**src/rtl/pipeline_hazard_ctrl_pkg.sv**
```systemverilog
// Shared types and constants for the pipeline hazard controller.
package pipeline_hazard_ctrl_pkg;

  // Mul/div sequencer states.
  typedef enum logic [1:0] {
    IDLE = 2'd0,
    BUSY = 2'd1,
    DONE = 2'd2
  } md_state_t;

  // ALU operand forward selects.
  localparam logic [1:0] FWD_RF  = 2'b00;
  localparam logic [1:0] FWD_WB  = 2'b01;
  localparam logic [1:0] FWD_MEM = 2'b10;

  // Forward select for one execute-stage source; MEM wins over WB because it is newer.
  function automatic logic [1:0] fwd_sel(input logic [4:0] src,
                                         input logic       rw_m,
                                         input logic [4:0] wr_m,
                                         input logic       rw_w,
                                         input logic [4:0] wr_w);
    logic [1:0] sel;
    sel = FWD_RF;
    if (rw_m && (wr_m != 5'd0) && (wr_m == src)) begin
      sel = FWD_MEM;
    end else if (rw_w && (wr_w != 5'd0) && (wr_w == src)) begin
      sel = FWD_WB;
    end
    return sel;
  endfunction

endpackage

```
**src/rtl/pipeline_hazard_ctrl_md_seq.sv**
```systemverilog
// Multi-cycle multiply/divide sequencer: tracks latency and raises the stall/done flags.
module md_seq
  import pipeline_hazard_ctrl_pkg::*;
#(
  parameter int MUL_CYCLES = 4,
  parameter int DIV_CYCLES = 32
) (
  input  logic clk,
  input  logic rst,
  input  logic md_start_e,
  input  logic md_is_div_e,
  input  logic dmem_wait,
  output logic md_busy,
  output logic md_done
);

  localparam int CW = (DIV_CYCLES > 1) ? $clog2(DIV_CYCLES) : 1;
  // The start cycle and the DONE transition each account for one cycle of latency.
  localparam logic [CW-1:0] DIV_LOAD = CW'(DIV_CYCLES - 2);
  localparam logic [CW-1:0] MUL_LOAD = CW'(MUL_CYCLES - 2);

  md_state_t     state_reg, state_next;
  logic [CW-1:0] cnt_reg, cnt_next;
  logic          first_reg;
  logic          start_ok;

  // A start held off by a memory stall is simply not accepted this cycle.
  assign start_ok = md_start_e && !dmem_wait;

  // Next-state and counter logic.
  always_comb begin
    state_next = state_reg;
    cnt_next   = cnt_reg;
    case (state_reg)
      IDLE: begin
        if (start_ok) begin
          state_next = BUSY;
          cnt_next   = md_is_div_e ? DIV_LOAD : MUL_LOAD;
        end
      end
      BUSY: begin
        // The functional unit keeps running even while memory stalls the pipe.
        if (cnt_reg == '0) begin
          state_next = DONE;
        end else begin
          cnt_next = cnt_reg - CW'(1);
        end
      end
      DONE: begin
        if (!dmem_wait) begin
          state_next = IDLE;
        end
      end
      default: begin
        state_next = IDLE;
        cnt_next   = '0;
      end
    endcase
  end

  // State, counter and first-cycle-of-DONE flag registers.
  always_ff @(posedge clk) begin
    if (rst) begin
      state_reg <= IDLE;
      cnt_reg   <= '0;
      first_reg <= 1'b0;
    end else begin
      state_reg <= state_next;
      cnt_reg   <= cnt_next;
      first_reg <= (state_next == DONE) && (state_reg != DONE);
    end
  end

  // Busy covers the accepting cycle so the stall spans exactly the latency.
  always_comb begin
    md_busy = !rst && ((state_reg == BUSY) || ((state_reg == IDLE) && start_ok));
    md_done = !rst && (state_reg == DONE) && first_reg;
  end

endmodule

```
**src/rtl/pipeline_hazard_ctrl.sv**
```systemverilog
// Pipeline hazard controller: operand forwarding, load-use and mul/div stalls, branch flush.
module pipeline_hazard_ctrl
  import pipeline_hazard_ctrl_pkg::*;
#(
  parameter int MUL_CYCLES = 4,
  parameter int DIV_CYCLES = 32
) (
  input  logic       clk,
  input  logic       rst,
  input  logic [4:0] rs_d,
  input  logic [4:0] rt_d,
  input  logic [4:0] rs_e,
  input  logic [4:0] rt_e,
  input  logic [4:0] wr_e,
  input  logic [4:0] wr_m,
  input  logic [4:0] wr_w,
  input  logic       regwrite_e,
  input  logic       regwrite_m,
  input  logic       regwrite_w,
  input  logic       memtoreg_e,
  input  logic       pc_src_e,
  input  logic       md_start_e,
  input  logic       md_is_div_e,
  input  logic       dmem_wait,
  output logic       en_f,
  output logic       en_d,
  output logic       en_e,
  output logic       en_m,
  output logic       en_w,
  output logic       clr_d,
  output logic       clr_e,
  output logic       clr_m,
  output logic [1:0] fwd_a_e,
  output logic [1:0] fwd_b_e,
  output logic       md_busy,
  output logic       md_done
);

  logic [4:0] src_e [2];
  logic [1:0] fwd_e [2];
  logic       lw;
  // The execute-stage write flag is part of the stage bundle but no hazard rule needs it.
  logic       unused_regwrite_e;

  assign unused_regwrite_e = regwrite_e;
  assign src_e[0] = rs_e;
  assign src_e[1] = rt_e;

  // One forwarding comparator per ALU operand; forced to the regfile during reset.
  for (genvar gi = 0; gi < 2; gi++) begin : g_fwd
    always_comb begin
      fwd_e[gi] = rst ? FWD_RF : fwd_sel(src_e[gi], regwrite_m, wr_m, regwrite_w, wr_w);
    end
  end

  assign fwd_a_e = fwd_e[0];
  assign fwd_b_e = fwd_e[1];

  // Load in execute whose destination is read by the instruction in decode.
  assign lw = memtoreg_e && (wr_e != 5'd0) && ((wr_e == rs_d) || (wr_e == rt_d));

  md_seq #(
    .MUL_CYCLES (MUL_CYCLES),
    .DIV_CYCLES (DIV_CYCLES)
  ) u_md_seq (
    .clk         (clk),
    .rst         (rst),
    .md_start_e  (md_start_e),
    .md_is_div_e (md_is_div_e),
    .dmem_wait   (dmem_wait),
    .md_busy     (md_busy),
    .md_done     (md_done)
  );

  // Prioritised enables/clears: reset > memory wait > mul/div > branch > load-use.
  always_comb begin
    en_f  = 1'b1;
    en_d  = 1'b1;
    en_e  = 1'b1;
    en_m  = 1'b1;
    en_w  = 1'b1;
    clr_d = 1'b0;
    clr_e = 1'b0;
    clr_m = 1'b0;
    if (rst) begin
      clr_d = 1'b1;
      clr_e = 1'b1;
      clr_m = 1'b1;
    end else if (dmem_wait) begin
      en_f = 1'b0;
      en_d = 1'b0;
      en_e = 1'b0;
      en_m = 1'b0;
      en_w = 1'b0;
    end else if (md_busy) begin
      // Freeze the front end and let older instructions drain behind a bubble.
      en_f  = 1'b0;
      en_d  = 1'b0;
      en_e  = 1'b0;
      clr_m = 1'b1;
    end else if (pc_src_e) begin
      clr_d = 1'b1;
      clr_e = 1'b1;
    end else if (lw) begin
      en_f  = 1'b0;
      en_d  = 1'b0;
      clr_e = 1'b1;
    end
  end

endmodule

```
**config.mk**
```make
export PLATFORM = sky130hd
export DESIGN_NAME = pipeline_hazard_ctrl
export DESIGN_NICKNAME = d
export VERILOG_FILES = /design/src/rtl/pipeline_hazard_ctrl_pkg.sv /design/src/rtl/pipeline_hazard_ctrl_md_seq.sv /design/src/rtl/pipeline_hazard_ctrl.sv
export SDC_FILE = /design/constraint.sdc
export NUM_CORES = 1
export LEC_CHECK = 0
export ABC_AREA = 1
export ABC_CLOCK_PERIOD_IN_PS = 1600
export BUFFER_PORTS_ARGS = -buffer_cell sky130_fd_sc_hd__buf_2
export CAP_MARGIN = 15
export CELL_PAD_IN_SITES_DETAIL_PLACEMENT = 1
export CELL_PAD_IN_SITES_GLOBAL_PLACEMENT = 1
export CORE_ASPECT_RATIO = 1.2
export CORE_MARGIN = 10
export CORE_UTILIZATION = 28
export DETAILED_ROUTE_END_ITERATION = 8
export MAX_ROUTING_LAYER = met4
export PLACE_DENSITY = 0.9
export SLEW_MARGIN = 10
export SYNTH_ARGS = -nofsm -noshare
export SYNTH_HDL_FRONTEND = slang
export SYNTH_SLANG_ARGS = --single-unit
```
**constraint.sdc**
```tcl
create_clock -name clk -period 1.6 [get_ports clk]
set_input_delay 0.08 -clock clk [delete_from_list [all_inputs] [get_ports clk]]
set_output_delay 0.08 -clock clk [all_outputs]
set_load 0.005 [all_outputs]
```
**Word-level counts from Yosys, hierarchy flattened**

Cells that the tools add are included.

- Equality and inequality tests: 12
- Reduce and logical (&&, ||, !) cells: 24
- Bitwise operators: 1
- Multiplexer cells: 36
- $add $sub $neg: 1

Operators by type and width:

| cell | count |
|---|---|
| equality test 5 bit | 6 |
| two-way mux 1 bit | 24 |
| two-way mux 5 bit | 3 |
| case mux 5 bit (3 select lines) | 1 |
| nonzero test 5 bit | 3 |
| logical AND 1 bit | 14 |
| two-way mux 2 bit | 7 |
| case mux 2 bit (3 select lines) | 1 |
| zero test 5 bit | 1 |
| subtractor 5 x 1 -> 5 bit (second input constant) | 1 |
| equality test 2 bit (second input constant) | 2 |
| inequality test 2 bit (second input constant) | 2 |
| AND reduction 3 bit | 1 |
| equality test 2 x 1 -> 1 bit (second input constant) | 1 |
| zero test 1 bit | 2 |
| zero test 2 bit | 1 |
| logical OR 1 bit | 2 |
| inequality test 2 x 1 -> 1 bit (second input constant) | 1 |
| inverter 1 bit | 1 |

- Word-level logic and storage cells: 77
- Output and inout port bits: 14
- Input bits: 45
- Register bits after elaboration: 8

**Logic depth before layout (Yosys ltp)**

Gate-level depths: netlist of the first run.

- Depth in word-level cells: 8
- Mapped depth: 10
- Depth with buffers taken out: 9

**Cells and area by module**

A second synthesis of the first run with hierarchy kept.

- Cell total of the unflattened synthesis: 188
- Area, all modules: 1062.3 µm²

By module, submodules not included:

| module | cells each | seq. area each (µm²) | area each (µm²) | instances |
|---|---|---|---|---|
| pipeline_hazard_ctrl | 119 | 0.0 | 594.3 | 1 |
| md_seq | 69 | 160.2 | 467.9 | 1 |

**Worst setup path after synthesis of the first run**

OpenSTA, ideal clock, no wires.

- Path kind: register -> register
- From: reg u_md_seq.cnt_reg[0]
- To: reg u_md_seq.cnt_reg[2]
- Buffers on the path: 0
- Setup time: 0.119 ns
- Stages on the path, launching flop included: 6
- Setup slack: 0.399 ns
- Arrival: 1.082 ns
- Clock period less this slack: 1.201 ns
- Required time: 1.481 ns
- Cells stage by stage: dfxtp_1 > inv_1 > ha_1 > or2_2 > a31oi_1 > a21oi_1

- Word-level cells in the longest chain between the ends: 3
- Elaborated cells between the ends (all ways): 6
- Those cells by class: 1 x add/sub; 1 x eq/ne; 2 x mux; 2 x reduce/logical

RTL lines:

| item | line | text |
|---|---|---|
| start: declaration | pipeline_hazard_ctrl_md_seq.sv:23 | `logic [CW-1:0] cnt_reg, cnt_next;` |
| start signal: assignment | pipeline_hazard_ctrl_md_seq.sv:69 | `cnt_reg <= cnt_next;` |
| subtractor 5 x 1 -> 5 bit or zero test 5 bit (tied branches) | pipeline_hazard_ctrl_md_seq.sv:46, pipeline_hazard_ctrl_md_seq.sv:43 |  |
| two-way mux 5 bit or inequality test 2 bit (tied branches) | -- |  |
| case mux 5 bit (3 select lines) or AND reduction 3 bit (tied branches) | -- |  |

Parallel ways exist; a longest one is shown, timed or not. The select of a mux whose other input is x is not followed.
A chain may end at the register's enable or synchronous reset.

**Worst setup path after layout of the first run**

- From: reg u_md_seq.state_reg[0]
- To: out en_d

- Word-level cells in the longest chain between the ends: 7
- Elaborated cells between the ends (all ways): 8
- Those cells by class: 1 x eq/ne; 3 x mux; 4 x reduce/logical

RTL lines:

| item | line | text |
|---|---|---|
| start: declaration | pipeline_hazard_ctrl_md_seq.sv:22 | `md_state_t state_reg, state_next;` |
| start signal: assignment | pipeline_hazard_ctrl_md_seq.sv:68 | `state_reg <= state_next;` |
| zero test 2 bit | pipeline_hazard_ctrl_md_seq.sv:76 | `md_busy = !rst && ((state_reg == BUSY) \|\| ((state_reg == IDLE) && start_ok));` |
| logical AND 1 bit | pipeline_hazard_ctrl_md_seq.sv:76 |  |
| logical OR 1 bit * | pipeline_hazard_ctrl_md_seq.sv:76 |  |
| logical AND 1 bit * | pipeline_hazard_ctrl_md_seq.sv:76 |  |
| two-way mux 1 bit * | pipeline_hazard_ctrl.sv:95 | `end else if (md_busy) begin` |
| two-way mux 1 bit * | pipeline_hazard_ctrl.sv:89 | `end else if (dmem_wait) begin` |
| two-way mux 1 bit * | pipeline_hazard_ctrl.sv:85 | `if (rst) begin` |
| end: declaration | pipeline_hazard_ctrl.sv:26 | `output logic en_d,` |

Mark *: on every way between the ends. The rest lies on a longest branch, timed or not.

==> impl_table.tex, run 1 <==
\begin{tabular}{lr}
\hline
Metric & Value \\
\hline
\multicolumn{2}{l}{\textbf{Placement}} \\
\quad Post-Place Cells & 294 \\
\quad Gpl congestion & around 0.94 \\
\quad Pre-CTS setup slack & $\sim$0.27 ns \\
\quad Cell area after placement & 1391 sq um \\
\quad DP HPWL & 3517 microns \\
\quad \# port buffers & 57 \\
\multicolumn{2}{l}{\textbf{Route}} \\
\quad Number of DRC markers after the initial detailed-route iteration & 20 \\
\quad Mean routed wirelength per cell & 13.16 microns \\
\quad First-pass DRT Iterations & 4 \\
\quad Routed WL & 3908 microns \\
\quad Via count & 1,368 \\
\quad Post-route ant nets & 0 \\
\quad Post-detailed-route DRC marker count & 0 \\
\quad Vias per inst & 4.606 \\
\multicolumn{2}{l}{\textbf{Critical path}} \\
\quad Worst path bufs/invs & 3 \\
\quad Top delay family on crit path & flip-flops \\
\quad Critical path, cell by cell & a21oi\_2 -> nor2\_1 -> nand2\_2 -> nand2\_1 -> inv\_1 -> nand2\_1 -> inv\_1 -> buf\_2 \\
\quad Worst-path cell with the longest stage delay & sky130\_fd\_sc\_hd\_\_dfxtp\_1 \\
\quad Critical Path Max Stage Delay & 0.39 ns \\
\quad Critical path capture point type & output port \\
\quad WP data required & 1.52 ns \\
\quad Crit start category & register \\
\quad Highest net fanout along the worst path & 5 \\
\quad Arrival time reported for the critical path endpoint & between 1 and 1.5 ns \\
\quad Crit Path Category & register to output port \\
\multicolumn{2}{l}{\textbf{Status}} \\
\quad Outcome & finished, final reports clean \\
\multicolumn{2}{l}{\textbf{Floorplan}} \\
\quad Die Span Y & just under 90 microns \\
\quad Core Rows & 24 \\
\quad Die footprint & 6626 sq um \\
\quad Number of ports placed on the die boundary & 59 \\
\quad Placeable core area & 3633 sq um \\
\quad Effective utilization at floorplan & 28.99\% \\
\quad Overall die width & around 76 microns \\
\multicolumn{2}{l}{\textbf{Yosys}} \\
\quad Top post-synthesis cells by area & sky130\_fd\_sc\_hd\_\_nand2\_1 (19\%), sky130\_fd\_sc\_hd\_\_dfxtp\_1 (15\%), sky130\_fd\_sc\_hd\_\_inv\_1 (11\%) \\
\quad Net count after synthesis & 233 \\
\quad Post-synthesis area per instance & 5.634 sq um \\
\quad Sequential-to-total area share from yosys stat & 15.20\% \\
\quad Number of flops mapped to enable cells by yosys & 0 \\
\quad Post-synthesis instance area & roughly 1100 sq um \\
\quad Main flop type after synthesis & sky130\_fd\_sc\_hd\_\_dfxtp\_1 \\
\quad Gate count after technology mapping & 187 \\
\quad Biggest area consumer among synthesized cells & sky130\_fd\_sc\_hd\_\_nand2\_1 \\
\quad Async S/R FF share, synth & 0\% \\
\quad Fraction of synthesized cell area taken by the top area cell type & between 10\% and 20\% \\
\quad Number of distinct standard cells referenced by the synthesized netlist & 25 \\
\quad Register bit total from synthesis & 8 \\
\quad Warnings, synthesis & 0 \\
\multicolumn{2}{l}{\textbf{Global routing}} \\
\quad First-pass GRT wire length & 6196 microns \\
\quad Overall global routing resource usage & 11.58\% \\
\quad Total congestion overflow & 0 \\
\quad Maximum number of pins on one net before global-route repair & 8 \\
\quad Via count of the first global-routing pass & 1,471 \\
\quad Antenna violations before repair & 0 \\
\multicolumn{2}{l}{\textbf{Clock network}} \\
\quad TritonCTS Buffers & 3 \\
\quad H-tree levels & 1 \\
\quad CTS max path bufs & 2 \\
\quad Worst-skew pair later-pin latency & 0.23 ns \\
\quad Clock tree from TritonCTS & yes \\
\quad CTS hold repair buffers & 0 \\
\quad Buffer cell driving the clock tree root & sky130\_fd\_sc\_hd\_\_clkbuf\_8 \\
\quad CTS Sinks & 8 \\
\quad Post-CTS clock slew at the launch and capture registers of the worst setup and hold paths & around 0.040 ns \\
\multicolumn{2}{l}{\textbf{Finish}} \\
\quad Post-synthesis to final-layout area growth & 36.58\% \\
\quad Commonest non-fill, non-tap cell in the layout & sky130\_fd\_sc\_hd\_\_buf\_2 \\
\quad Final core area utilization & 39.60\% \\
\quad Diode insertion count for antenna repair & 0 \\
\quad Final instance area & between 1000 and 1500 sq um \\
\quad Final layout net count & 293 \\
\quad Fill cell count & 529 \\
\quad Commonest cells after routing, fill and taps aside & sky130\_fd\_sc\_hd\_\_buf\_2 (57), sky130\_fd\_sc\_hd\_\_nand2\_1 (52), sky130\_fd\_sc\_hd\_\_inv\_1 (32), sky130\_fd\_sc\_hd\_\_nor2\_1 (26), sky130\_fd\_sc\_hd\_\_nand3\_1 (14) \\
\quad Final cell count without fillers & 297 \\
\quad Share of cells above drive strength 1 & 30.20\% \\
\quad Largest register FFs & 5 \\
\multicolumn{2}{l}{\textbf{STA}} \\
\quad Total negative slack & 0 ns \\
\quad Count of endpoints failing setup in the final report & 0 \\
\quad Final period util & 87.07\% \\
\quad Pins Over Slew Limit & 0 \\
\quad Final Skew & between 0.001 and 0.0015 ns \\
\quad Final worst setup slack & 0.2069 ns \\
\quad Measured slew at the worst slew-check pin & 0.2532 ns \\
\quad Setup repair after global routing missed its margin & false \\
\quad F\_max & 717.8 MHz \\
\quad Tightest slew margin relative to the limit & 82.94\% \\
\quad Period minus WS final & 1.393 ns \\
\quad Hold Slack & approximately 0.21 ns \\
\quad Final hold violation count & 0 \\
\multicolumn{2}{l}{\textbf{Power and ir drop}} \\
\quad Ratio of total power to cell area & 627.6 nW/um\^{}2 \\
\quad Worst vdd rail ir drop & between 0.2 and 0.25 mV \\
\quad Final Power & 903.0 uW \\
\quad Static leakage & 0.8224 nW \\
\multicolumn{2}{l}{\textbf{Flow run}} \\
\quad Max Cap Viol & 0 \\
\multicolumn{2}{l}{\textbf{Worst hold path}} \\
\quad Hold Path Class & primary input to register \\
\hline
\end{tabular}
final timing paths:
path	to	cells past startpoint	from	slack, ns
max reg2reg	u_md_seq.cnt_reg[0]	7	u_md_seq.cnt_reg[0]	0.27
min	u_md_seq.state_reg[1]	3	dmem_wait	0.21
min reg2reg	u_md_seq.cnt_reg[1]	2	u_md_seq.cnt_reg[1]	0.48
max	en_d	8	u_md_seq.state_reg[0]	0.21
cell families after synthesis:
kind of cell | Yosys count | synth area share, %
and+or+nand+nor | 107 | 46.08
buffers and inverters | 37 | 14.01
AOI/OAI and AO/OA | 17 | 9.383
xor gates and xnor gates | 17 | 14.13
DFF | 8 | 15.20
adders and majority gates | 1 | 1.187
layout make-up:
type	instances	area, sq um	share of cell area, %
timing repair buffer	58	292.8	20.35
tap	52	65.06	4.522
multi-input combinational	142	752.0	52.26
sequential	8	160.2	11.13
inverter	34	127.6	8.870
clock buffer	3	41.29	2.870
timing repair:
action                                  4_1_cts  5_1_grt
gates resized for setup                       0        2
endpoints found under the setup margin        0        2
buffers inserted                              0        0
cells in the mapped netlist, types with 3 or more instances:
library cell / count
sky130_fd_sc_hd__nor2_1: 26
sky130_fd_sc_hd__xnor2_1: 9
sky130_fd_sc_hd__inv_1: 32
sky130_fd_sc_hd__nand3_1: 14
sky130_fd_sc_hd__a21oi_1: 6
sky130_fd_sc_hd__nand2_1: 53
sky130_fd_sc_hd__or2_2: 3
sky130_fd_sc_hd__xor2_1: 8
sky130_fd_sc_hd__dfxtp_1: 8
sky130_fd_sc_hd__nand4_1: 4
sky130_fd_sc_hd__o21ai_0: 5
routing by layer:
layer  up-vias  GRT usage [%]  wire (microns)
li1        691              -               -
met1       627          10.39            1427
met2        35          23.53            2262
met3        15          1.550             111
met4         0          5.172             107
met5         -              -               0
worst min-delay path: cells and delay by family:
family          cells  cell delay [ns]
buf+inv             1             0.11
compound gates      1             0.08
simple gates        1             0.12
where the power goes:
group / internal (mW) / leakage, nW / total, mW / switching (mW)
Combinational: 0.172 / 0.735 / 0.407 / 0.235
Clock: 0.164 / 0.0216 / 0.251 / 0.0875
Sequential: 0.224 / 0.0657 / 0.245 / 0.0212
Total: 0.560 / 0.822 / 0.903 / 0.343
(Power assumes the default switching activity.)
==> run 2, diff against run 1 <==
--- a/config.mk
+++ b/config.mk
@@ -5,7 +5,6 @@
 export SDC_FILE = /design/constraint.sdc
 export NUM_CORES = 1
 export LEC_CHECK = 0
-export ABC_AREA = 1
 export ABC_CLOCK_PERIOD_IN_PS = 1600
 export BUFFER_PORTS_ARGS = -buffer_cell sky130_fd_sc_hd__buf_2
 export CAP_MARGIN = 15
@@ -13,10 +12,10 @@
 export CELL_PAD_IN_SITES_GLOBAL_PLACEMENT = 1
 export CORE_ASPECT_RATIO = 1.2
 export CORE_MARGIN = 10
-export CORE_UTILIZATION = 28
+export CORE_UTILIZATION = 29
 export DETAILED_ROUTE_END_ITERATION = 8
 export MAX_ROUTING_LAYER = met4
-export PLACE_DENSITY = 0.9
+export PLACE_DENSITY = 0.89
 export SLEW_MARGIN = 10
 export SYNTH_ARGS = -nofsm -noshare
 export SYNTH_HDL_FRONTEND = slang
==> run 2 against run 1 <==
Compared with the run above:
- worst hold slack gained 0.0070 ns
- final area up 1.2%
- non-clock buffer count grew 13
- sequential cell count did not move
- synthesized cell count shrank 36%
- largest cell class unchanged
- critical path depth decreased by 2
- clock power fell by 35%
- via count down 15%
- total power down 7.0%
- register-to-register slack lost 0.30 ns
- clock skew is 0.0028 ns higher
- the flow now finishes with violations (negative setup slack)
- critical path type is now register to register
- sequential share of layout area grew 0.12 points
- critical endpoint is now u_md_seq.cnt_reg[1]
==> impl_table.tex, run 2 <==
\begin{tabular}{lr}
\hline
Metric & Value \\
\hline
\multicolumn{2}{l}{\textbf{Status}} \\
\quad Outcome & complete, but fails checks \\
\quad Failing checks & negative setup slack \\
\multicolumn{2}{l}{\textbf{Clock network}} \\
\quad Worst-skew pair later-pin latency & 0.26 ns (+0.03 ns) \\
\quad CTS hold repair buffers & 0 (unchanged) \\
\quad CTS max path bufs & 2 (unchanged) \\
\quad Clock tree from TritonCTS & yes \\
\quad Buffer cell driving the clock tree root & sky130\_fd\_sc\_hd\_\_clkbuf\_4 \\
\quad H-tree levels & 1 (unchanged) \\
\quad Post-CTS clock slew at the launch and capture registers of the worst setup and hold paths & 0.05 ns (about the same) \\
\quad CTS Sinks & 8 (unchanged) \\
\quad TritonCTS Buffers & 3 (unchanged) \\
\multicolumn{2}{l}{\textbf{Yosys}} \\
\quad Number of distinct standard cells referenced by the synthesized netlist & 41 (+64\%) \\
\quad Number of flops mapped to enable cells by yosys & 0 (unchanged) \\
\quad Sequential-to-total area share from yosys stat & 16.69\% (+1.5 points) \\
\quad Gate count after technology mapping & 119 (-36\%) \\
\quad Fraction of synthesized cell area taken by the top area cell type & 18.25\% (-0.63 points) \\
\quad Register bit total from synthesis & 8 (unchanged) \\
\quad Post-synthesis area per instance & 8.064 sq um (+43\%) \\
\quad Top post-synthesis cells by area & sky130\_fd\_sc\_hd\_\_xnor2\_1 (18\%), sky130\_fd\_sc\_hd\_\_dfxtp\_1 (17\%), sky130\_fd\_sc\_hd\_\_xor2\_1 (9.1\%) \\
\quad Net count after synthesis & 165 (-29\%) \\
\quad Warnings, synthesis & 0 (unchanged) \\
\quad Post-synthesis instance area & 959.7 sq um (-8.9\%) \\
\quad Biggest area consumer among synthesized cells & sky130\_fd\_sc\_hd\_\_xnor2\_1 \\
\quad Most frequently used cell type in the post-synthesis netlist & sky130\_fd\_sc\_hd\_\_xnor2\_1 \\
\quad Most numerous cell types in the synthesized netlist & sky130\_fd\_sc\_hd\_\_xnor2\_1 (20), sky130\_fd\_sc\_hd\_\_xor2\_1 (10), sky130\_fd\_sc\_hd\_\_dfxtp\_1 (8) \\
\quad Main flop type after synthesis & sky130\_fd\_sc\_hd\_\_dfxtp\_1 \\
\quad Async S/R FF share, synth & 0\% (unchanged) \\
\multicolumn{2}{l}{\textbf{Placement}} \\
\quad Post-Place Cells & 218 (-26\%) \\
\quad Pre-CTS setup slack & -0.1026 ns (-0.3735 ns) \\
\quad \# port buffers & 57 (unchanged) \\
\quad Gpl congestion & 0.7958 (-15\%) \\
\quad DP HPWL & 3254 microns (-7.5\%) \\
\quad Cell area after placement & 1349 sq um (-3.1\%) \\
\multicolumn{2}{l}{\textbf{Critical path}} \\
\quad Crit start category & register \\
\quad Highest net fanout along the worst path & 4 (-1) \\
\quad Reg-to-Reg Start & u\_md\_seq.cnt\_reg[0] \\
\quad Crit Path Category & register to register \\
\quad Critical Path Max Stage Delay & 0.40 ns (about the same) \\
\quad Worst-path cell with the longest stage delay & sky130\_fd\_sc\_hd\_\_or3b\_4 \\
\quad Worst r2r dst & u\_md\_seq.cnt\_reg[1] \\
\quad WP data required & 1.75 ns (+0.23 ns) \\
\quad FF-to-FF setup slack & -0.03 ns (-0.30 ns) \\
\quad Cell depth of the worst flop-to-flop path & 6 (-1) \\
\quad Critical path capture point type & register \\
\quad Arrival time reported for the critical path endpoint & 1.78 ns (+0.47 ns) \\
\quad Critical path, cell by cell & inv\_2 -> ha\_4 -> or3b\_4 -> or3\_4 -> a32oi\_1 -> nor2\_1 \\
\multicolumn{2}{l}{\textbf{STA}} \\
\quad Total negative slack & -0.03254 ns (-0.03254 ns) \\
\quad Measured slew at the worst slew-check pin & 0.3095 ns (+0.05627 ns) \\
\quad Tightest slew margin relative to the limit & 79.37\% (-3.6 points) \\
\quad Hold Slack & 0.2177 ns (+0.007036 ns) \\
\quad Final Skew & 0.004061 ns (+0.002794 ns) \\
\quad Pins Over Slew Limit & 0 (unchanged) \\
\quad F\_max & 612.5 MHz (-15\%) \\
\quad Setup repair after global routing missed its margin & true \\
\quad Final hold violation count & 0 (unchanged) \\
\quad Period minus WS final & 1.633 ns (+0.2395 ns) \\
\quad Final period util & 102.0\% (+15 points) \\
\quad Count of endpoints failing setup in the final report & 1 (+1) \\
\quad Final worst setup slack & -0.03254 ns (-0.2395 ns) \\
\multicolumn{2}{l}{\textbf{Power and ir drop}} \\
\quad Net switching power figure & 304.4 uW (-11\%) \\
\quad Proportion of power drawn by flip-flops and latches & 28.0\% (+0.9 points) \\
\quad Switching part of the total & 36.24\% (-1.8 points) \\
\quad Ratio of total power to cell area & 576.7 nW/um\^{}2 (-8.1\%) \\
\quad Relative contribution of combinational cells to total power & 52.7\% (+7.6 points) \\
\quad Worst vdd rail ir drop & 0.4177 mV (+110\%) \\
\quad Relative contribution of the clock network to total power & 19.3\% (-8.5 points) \\
\quad Final Power & 839.9 uW (-7.0\%) \\
\quad Internal Dissipation & 535.5 uW (-4.3\%) \\
\quad Static leakage & 0.6305 nW (-23\%) \\
\multicolumn{2}{l}{\textbf{Route}} \\
\quad Post-detailed-route DRC marker count & 0 (unchanged) \\
\quad Routed WL & 3743 microns (-4.2\%) \\
\quad Mean routed wirelength per cell & 16.71 microns (+27\%) \\
\quad Post-route ant nets & 0 (unchanged) \\
\quad Via count & 1,160 (-15\%) \\
\quad Vias per inst & 5.179 (+12\%) \\
\quad Number of DRC markers after the initial detailed-route iteration & 48 (+140\%) \\
\quad First-pass DRT Iterations & 3 (-1) \\
\multicolumn{2}{l}{\textbf{Global routing}} \\
\quad Total congestion overflow & 0 (unchanged) \\
\quad Antenna violations before repair & 0 (unchanged) \\
\quad Maximum number of pins on one net before global-route repair & 14 (+6) \\
\quad Via count of the first global-routing pass & 1,360 (-7.5\%) \\
\quad First-pass GRT wire length & 5899 microns (-4.8\%) \\
\quad Overall global routing resource usage & 12.34\% (+0.76 points) \\
\multicolumn{2}{l}{\textbf{Floorplan}} \\
\quad Number of ports placed on the die boundary & 59 (unchanged) \\
\quad Overall die width & 72.52 microns (-4.6\%) \\
\quad Die footprint & 6020 sq um (-9.2\%) \\
\quad Core Rows & 22 (-8.3\%) \\
\quad Die Span Y & 83.02 microns (-4.8\%) \\
\quad Effective utilization at floorplan & 30.85\% (+1.9 points) \\
\quad Placeable core area & 3110 sq um (-14\%) \\
\multicolumn{2}{l}{\textbf{Finish}} \\
\quad Post-synthesis to final-layout area growth & 51.76\% \\
\quad Fill cell count & 397 (-25\%) \\
\quad Register area & 163.9 sq um (+2.3\%) \\
\quad Diode insertion count for antenna repair & 0 (unchanged) \\
\quad Final layout net count & 236 (-19\%) \\
\quad Commonest non-fill, non-tap cell in the layout & sky130\_fd\_sc\_hd\_\_buf\_2 \\
\quad Final instance area & 1456 sq um (+1.2\%) \\
\quad Final cell count without fillers & 224 (-25\%) \\
\quad Largest register FFs & 5 (unchanged) \\
\quad Commonest cells after routing, fill and taps aside & sky130\_fd\_sc\_hd\_\_buf\_2 (57), sky130\_fd\_sc\_hd\_\_xnor2\_1 (20), sky130\_fd\_sc\_hd\_\_buf\_4 (13), sky130\_fd\_sc\_hd\_\_xor2\_1 (10) \\
\quad Multi-input gate area & 809.5 sq um (+7.7\%) \\
\quad Final core area utilization & 46.82\% (+7.2 points) \\
\quad Share of cells above drive strength 1 & 50.53\% (+20 points) \\
\multicolumn{2}{l}{\textbf{Worst hold path}} \\
\quad Hold path start & rst \\
\quad Endpoint with the worst hold slack & u\_md\_seq.cnt\_reg[0] \\
\quad Cells on Worst Hold Path & 3 (unchanged) \\
\quad Hold Path Class & primary input to register \\
\multicolumn{2}{l}{\textbf{Flow run}} \\
\quad Max Cap Viol & 0 (unchanged) \\
\hline
\end{tabular}
==> run 2: how the worst max path moves through the flow <==
| stage | slack [ns] | cells past startpoint | start | endpoint |
|---|---|---|---|---|
| after floorplan | 0.003 | 6 | u_md_seq.cnt_reg[0] | u_md_seq.cnt_reg[1] |
| after global placement | 0.003 | 6 | u_md_seq.cnt_reg[0] | u_md_seq.cnt_reg[1] |
| after detailed placement | -0.10 | 6 | u_md_seq.cnt_reg[0] | u_md_seq.cnt_reg[3] |
| after CTS | -0.02 | 6 | u_md_seq.cnt_reg[0] | u_md_seq.cnt_reg[1] |
| after global routing | -0.08 | 6 | u_md_seq.cnt_reg[1] | u_md_seq.cnt_reg[1] |
| final | -0.03 | 6 | u_md_seq.cnt_reg[0] | u_md_seq.cnt_reg[1] |
==> run 2: critical path: cells and delay by family (launching register included) <==
kind / cells / cell delay (ns)
flip-flops: 1 / 0.32
adder cells (fa/ha/maj): 1 / 0.12
buffers and inverters: 1 / 0.06
AND/OR/NAND/NOR: 3 / 0.81
AO/OA/AOI/OAI: 1 / 0.20
==> run 2: power groups by stage <==
stage	combinational (mW)	clock [mW]	sequential, mW
4_1_cts	0.425	0.166	0.232
3_3_place_gp	0.389	0	0.234
2_1_floorplan	0.226	0	0.229
3_5_place_dp	0.405	0	0.235
6_report	0.443	0.162	0.235
5_1_grt	0.485	0.179	0.238
==> run 2: logic make-up (layout without fill, tap and decap cells) <==
logic type | count (synthesis) | in the layout | share of synthesized area [%]
AO/OA/AOI/OAI | 24 | 24 | 20.34
XOR/XNOR | 30 | 30 | 27.38
adder cells (fa/ha/maj) | 1 | 1 | 1.304
buffers and inverters | 10 | 79 | 4.954
flip-flops | 8 | 8 | 16.69
multiplexers | 1 | 1 | 1.043
AND/OR/NAND/NOR | 45 | 45 | 28.29
==> run 2: final cells by class <==
cell class                 instances  share of cell area, %
clock buffer                       3                  1.546
tap                               36                  3.093
sequential                         8                  11.25
timing repair buffer              71                  27.06
inverter                           5                  1.460
multi-input combinational        101                  55.58
==> run 2: per-layer routing <==
layer  vias to the layer above  global-route usage, %  wire, microns
li1                        570                      -              -
met1                       542                  12.37           1574
met2                        42                  22.08           1924
met3                         6                  2.619            169
met4                         0                  5.172             74
met5                         -                      -              0
==> run 2: repair_timing <==
| item | in CTS | in global routing |
|---|---|---|
| hold endpoints to repair | 0 | 0 |
| setup buffers | 2 | 1 |
| setup endpoints to repair | 8 | 11 |
| resized for setup | 12 | 9 |
| pin swaps | 4 | 9 |
